==> src/rtl/button_entry.sv <==
// Operand-entry front end for the ALU demo board.
// Two raw pushbuttons are synchronised and debounced. "inc" bumps the field
// being edited and "next" steps A -> B -> opcode -> result -> A. select
// tells the display which field to show, and result_valid pulses once on
// entry to the result phase.
module button_entry #(
  parameter int DEBOUNCE_CYCLES = 270000,
  parameter bit BTN_ACTIVE_LOW  = 1'b1
) (
  input  logic       clk,
  input  logic       rst_n,
  input  logic       btn_inc_raw,
  input  logic       btn_next_raw,
  output logic [3:0] A,
  output logic [3:0] B,
  output logic [2:0] opCodeA,
  output logic [1:0] select,
  output logic       result_valid
);

  localparam int             CW           = $clog2(DEBOUNCE_CYCLES + 1);
  localparam logic [CW-1:0]  CNT_LAST     = CW'(DEBOUNCE_CYCLES - 1);
  // Raw pin level of a button that is not being pressed.
  localparam logic           RAW_RELEASED = BTN_ACTIVE_LOW;

  // Encoding doubles as the display select code.
  typedef enum logic [1:0] {
    ENTER_A     = 2'b00,
    ENTER_B     = 2'b01,
    ENTER_OP    = 2'b10,
    SHOW_RESULT = 2'b11
  } state_t;

  // Button index 0 = inc, 1 = next.
  logic [1:0]    raw;
  logic [1:0]    sync1, sync2;
  logic [1:0]    level;      // synchronised, 1 = pressed
  logic [1:0]    db;         // debounced level, 1 = pressed
  logic [1:0]    db_q;       // debounced level one cycle late
  logic [1:0]    press;      // one-cycle press events
  logic [CW-1:0] cnt [2];

  state_t     state, state_n;
  logic [3:0] a_n, b_n;
  logic [2:0] op_n;
  logic       rv_n;

  assign raw   = {btn_next_raw, btn_inc_raw};
  assign level = sync2 ^ {2{RAW_RELEASED}};
  assign press = db & ~db_q;

  // Two-flop synchroniser; resets to the released pin level.
  // NOTE: every flop is written with <= so all of them sample the
  // pre-edge values; blocking assignments here would collapse the chain.
  always_ff @(posedge clk or negedge rst_n) begin
    if (!rst_n) begin
      sync1 <= {2{RAW_RELEASED}};
      sync2 <= {2{RAW_RELEASED}};
    end else begin
      sync1 <= raw;
      sync2 <= sync1;
    end
  end

  // Debounce: accept a new level only after DEBOUNCE_CYCLES consecutive
  // cycles of disagreement with the current debounced level.
  always_ff @(posedge clk or negedge rst_n) begin
    if (!rst_n) begin
      db   <= '0;
      db_q <= '0;
      for (int i = 0; i < 2; i++) cnt[i] <= '0;
    end else begin
      db_q <= db;
      for (int i = 0; i < 2; i++) begin
        if (level[i] == db[i]) begin
          cnt[i] <= '0;
        end else if (cnt[i] == CNT_LAST) begin
          db[i]  <= level[i];
          cnt[i] <= '0;
        end else begin
          cnt[i] <= cnt[i] + 1'b1;
        end
      end
    end
  end

  // Next-state and field updates; next beats a simultaneous inc.
  // NOTE: every output of this block gets a default first so no path
  // leaves a variable unassigned, which would infer a latch.
  always_comb begin
    state_n = state;
    a_n     = A;
    b_n     = B;
    op_n    = opCodeA;
    rv_n    = 1'b0;
    if (press[1]) begin
      unique case (state)
        ENTER_A:     state_n = ENTER_B;
        ENTER_B:     state_n = ENTER_OP;
        ENTER_OP:    state_n = SHOW_RESULT;
        SHOW_RESULT: state_n = ENTER_A;
        default:     state_n = ENTER_A;
      endcase
      rv_n = (state == ENTER_OP);
    end else if (press[0]) begin
      unique case (state)
        ENTER_A:     a_n  = A + 4'd1;
        ENTER_B:     b_n  = B + 4'd1;
        ENTER_OP:    op_n = opCodeA + 3'd1;
        SHOW_RESULT: ;
        default:     ;
      endcase
    end
  end

  // State, operand registers and registered display outputs.
  always_ff @(posedge clk or negedge rst_n) begin
    if (!rst_n) begin
      state        <= ENTER_A;
      A            <= '0;
      B            <= '0;
      opCodeA      <= '0;
      select       <= 2'b00;
      result_valid <= 1'b0;
    end else begin
      state        <= state_n;
      A            <= a_n;
      B            <= b_n;
      opCodeA      <= op_n;
      select       <= state_n;
      result_valid <= rv_n;
    end
  end

endmodule

==> config.mk <==
export PLATFORM = sky130hd
export DESIGN_NAME = button_entry
export DESIGN_NICKNAME = d
export VERILOG_FILES = /design/src/rtl/button_entry.sv
export SDC_FILE = /design/constraint.sdc
export NUM_CORES = 1
export LEC_CHECK = 0
export ABC_AREA = 1
export CAP_MARGIN = 20
export CORE_AREA = 3 3 57 99
export CTS_CLUSTER_DIAMETER = 200
export CTS_CLUSTER_SIZE = 24
export DETAILED_ROUTE_END_ITERATION = 7
export DIE_AREA = 0 0 60 102
export PLACE_DENSITY = 0.87
export SLEW_MARGIN = 20
export SYNTH_ARGS = -nofsm -noshare
export SYNTH_HDL_FRONTEND = slang
export SYNTH_SLANG_ARGS = --single-unit
==> constraint.sdc <==
create_clock -name clk -period 2.8 [get_ports clk]
set_clock_uncertainty 0.15 [all_clocks]
set_input_delay 0.56 -clock clk [delete_from_list [all_inputs] [get_ports clk]]
set_output_delay 0.56 -clock clk [all_outputs]
set_load 0.05 [all_outputs]
==> out/metrics.json <==
{
  "floorplanning": {
    "floorplan.die_area_mm2": 0.00612,
    "die_width_um": 60,
    "die_h_um": 102,
    "std_cell_rows": 34,
    "boundaryPins": 18,
    "start_util_pct": 62.4,
    "placeableCoreArea_mm2": 0.00493
  },
  "clock_network": {
    "cts_sinks": 60,
    "clk-insertion-delay-late_ns": 0.34,
    "cts_hold_buffers": 0,
    "cts-htree-levels": 3,
    "clockRootBuffer": "sky130_fd_sc_hd__clkbuf_8",
    "cts_tree": "built",
    "post_cts_buffers": 0,
    "cts-root-to-sink-buffers": 2,
    "cts_made_buffers": 9,
    "clock_transition_at_the_registers_of_the_reported_paths_ns": 0.07,
    "post_cts_resized": 0
  },
  "global_routing": {
    "global_route_wire_length_before_repair_um": 10900,
    "grt_overflow_total": 0,
    "antenna_found_initial": 0,
    "largest_net_degree_at_the_start_of_global_routing": 33,
    "first_global_vias": 2465,
    "grtUsageTotal_pct": 24.0
  },
  "synthesis": {
    "synth.cell_area_mm2": 0.00308,
    "synth_cell_types": 21,
    "synth_sequential_area_ratio_pct": 48.9,
    "synth_seq_cells": 60,
    "synthCells": 379,
    "syn-num-nets": 392,
    "syn_avg_cell_area_um2": 8.13,
    "synth-warning-count": 0
  },
  "setup_path": {
    "critical_path_required_ns": 2.09,
    "crit_buf_inv": 1,
    "critical_path.top_delay_family": "buffers and inverters",
    "setup.worst_path.class": "flop to primary output",
    "critPathSlowestCell": "sky130_fd_sc_hd__clkdlybuf4s50_1",
    "category_of_the_worst_setup_path_launch_point": "flop",
    "cp-end-kind": "primary output",
    "maximum_fanout_count_along_the_critical_path": 4,
    "worstPathArrival_ns": 1.58,
    "critical_path.cell_chain": "clkdlybuf4s50_1",
    "critical-path-max-stage-delay_ns": 0.83
  },
  "cells_and_area": {
    "fin_nets": 419,
    "drive_gt1_share_pct": 10.2,
    "antenna-diode-count": 0,
    "layout_common_cells": "77 x sky130_fd_sc_hd__nand2_1, 76 x sky130_fd_sc_hd__nor2_1, 56 x sky130_fd_sc_hd__dfrtp_1",
    "synthToLayoutAreaGrowth_pct": 15.6,
    "final_common_cell": "sky130_fd_sc_hd__nand2_1",
    "fin_area_mm2": 0.00356,
    "n_fill_cell": 352
  },
  "sta": {
    "layout_worst_path_cycle_share_pct": 81.8,
    "timing.final.max_slew_violations": 0,
    "report.final.hold_viol_count": 0,
    "post-route-min-period_ns": 2.29,
    "fin_setup_tns_ns": 0,
    "setup_viol": 0,
    "fmax_mhz": 437,
    "relSlewSlack_pct": 54.3,
    "unrepaired_setup_endpoints_after_global_routing": "false",
    "tightestPinTransition_ns": 0.685,
    "layout_setup_ws_ns": 0.511,
    "finalHoldWorstSlack_ns": 0.0994
  },
  "hold_path": {
    "min-delay-path-class": "input pin to asynchronous set/reset pin"
  },
  "place": {
    "place.port_buffers": 17,
    "placement.cell_area_mm2": 0.00331,
    "placement.setup.worst_slack_ns": 0.872,
    "dp_hpwl_um": 4440,
    "gp_congestion": 0.940
  },
  "route": {
    "detail_route.first_pass.iterations": 5,
    "routed_wirelength_um": 6510,
    "dr.first_iter.drc_count": 133,
    "detailroute.via_count": 2502,
    "route.detailed.vias_per_inst": 5.38,
    "avgRoutedWirePerCell_um": 14.0,
    "route.detailed.drc": 0,
    "ant_nets": 0
  },
  "power": {
    "share_clk_of_total_power_pct": 50.8,
    "power_frac_comb_pct": 2.6,
    "power-per-cell-area_mw_per_mm2": 535,
    "p_leak_nw": 1.69,
    "p_seq_share_pct": 46.5,
    "power.share.switching_pct": 20.8,
    "power.net_switching_mw": 0.396,
    "p_int_mw": 1.51,
    "vdd_ir_drop_max_v": 0.000590
  },
  "run": {
    "drv_cap": 0
  },
  "status": {
    "run_status": "completed"
  }
}
-- final cells by class --
cell class	count	area, um2	area share [%]
inverters	52	195	5.48
multi-input cells	265	1360	38.1
flip-flops and latches	60	1510	42.3
repair buffers	18	185	5.20
clock inverters	6	111	3.13
clock buffers	10	138	3.87
well taps	54	67.6	1.90
-- state kept, by name, indices dropped and copies added, names as in the netlist --
name,cells
cnt,38
A,4
state,2
sync1,2
sync2,2
db_q,2
opCodeA,3
db,2
B,4
result_valid,1
-- routing by layer --
| layer | GRT usage, % | vias up | share of wire, % |
|---|---|---|---|
| met5 | 0 | - | 0 |
| met4 | 10.9 | 0 | 2.2 |
| met3 | 4.55 | 14 | 3.5 |
| met2 | 44.3 | 60 | 57 |
| met1 | 25.3 | 1209 | 37 |
| li1 | - | 1219 | - |
-- cell usage after synthesis --
cell | instances | area [um2]
sky130_fd_sc_hd__nand2_1 | 77 | 289
sky130_fd_sc_hd__nor2_1 | 76 | 285
sky130_fd_sc_hd__dfrtp_1 | 56 | 1400
sky130_fd_sc_hd__inv_1 | 50 | 188
sky130_fd_sc_hd__nand3_1 | 29 | 145
sky130_fd_sc_hd__xor2_1 | 16 | 140
sky130_fd_sc_hd__xnor2_1 | 13 | 114
sky130_fd_sc_hd__ha_1 | 9 | 113
sky130_fd_sc_hd__nor2_2 | 9 | 56.3
sky130_fd_sc_hd__o21ai_0 | 9 | 45.0
sky130_fd_sc_hd__nand2_2 | 7 | 43.8
sky130_fd_sc_hd__a21oi_1 | 5 | 25.0
sky130_fd_sc_hd__dfstp_2 | 4 | 105
sky130_fd_sc_hd__nand4_1 | 4 | 25.0
sky130_fd_sc_hd__nor3_1 | 4 | 20.0
sky130_fd_sc_hd__buf_6 | 2 | 22.5
sky130_fd_sc_hd__inv_2 | 2 | 7.51
sky130_fd_sc_hd__nand3_2 | 2 | 20.0
sky130_fd_sc_hd__nor3b_1 | 2 | 15.0
sky130_fd_sc_hd__o21bai_1 | 2 | 15.0
sky130_fd_sc_hd__and3_1 | 1 | 6.26
-- metrics by stage --
stage               power (mW)  util (%)  std cells
floorplan                0.924         -        379
global placement         0.950      67.1        449
detailed placement       0.953      67.1        449
CTS                       1.92      72.2        465
global route              1.96      72.2        465
finish                    1.90      72.2        465
-- logic make-up (layout without fill, tap and decap cells) --
logic type / Yosys count / in the layout / synth area share [%]
simple gates: 211 / 211 / 29.4
flops: 60 / 60 / 48.9
buf+inv: 54 / 86 / 7.06
xor+xnor: 29 / 29 / 8.24
compound gates: 16 / 16 / 2.76
fa+ha+maj: 9 / 9 / 3.65
-- worst paths after layout --
kind,start,end,slack (ns),depth (start not counted)
hold / removal,rst_n,cnt[27],0.1,1
hold reg to reg,sync1[1],sync2[1],0.21,0
setup reg to reg,cnt[0],cnt[9],1.03,6
max in group asynchronous,rst_n,sync1[1],1.73,2
setup / recovery,B[0],B[0],0.51,1
min in group clk,sync1[1],sync2[1],0.21,0
-- worst reg2reg max path: cells and delay by family, from the launching register on --
family / cells / cell delay, ns
flops: 1 / 0.37
fa+ha+maj: 1 / 0.21
simple gates: 5 / 0.92
-- power groups by stage --
stage	clock (mW)	combinational (mW)	sequential, mW
5_1_grt	1.01	0.0573	0.887
4_1_cts	0.979	0.0511	0.886
6_report	0.968	0.0495	0.886
3_5_place_dp	0	0.0505	0.902
2_1_floorplan	0	0.0235	0.901
3_3_place_gp	0	0.0484	0.902
Power figures use the tool's default switching activity.
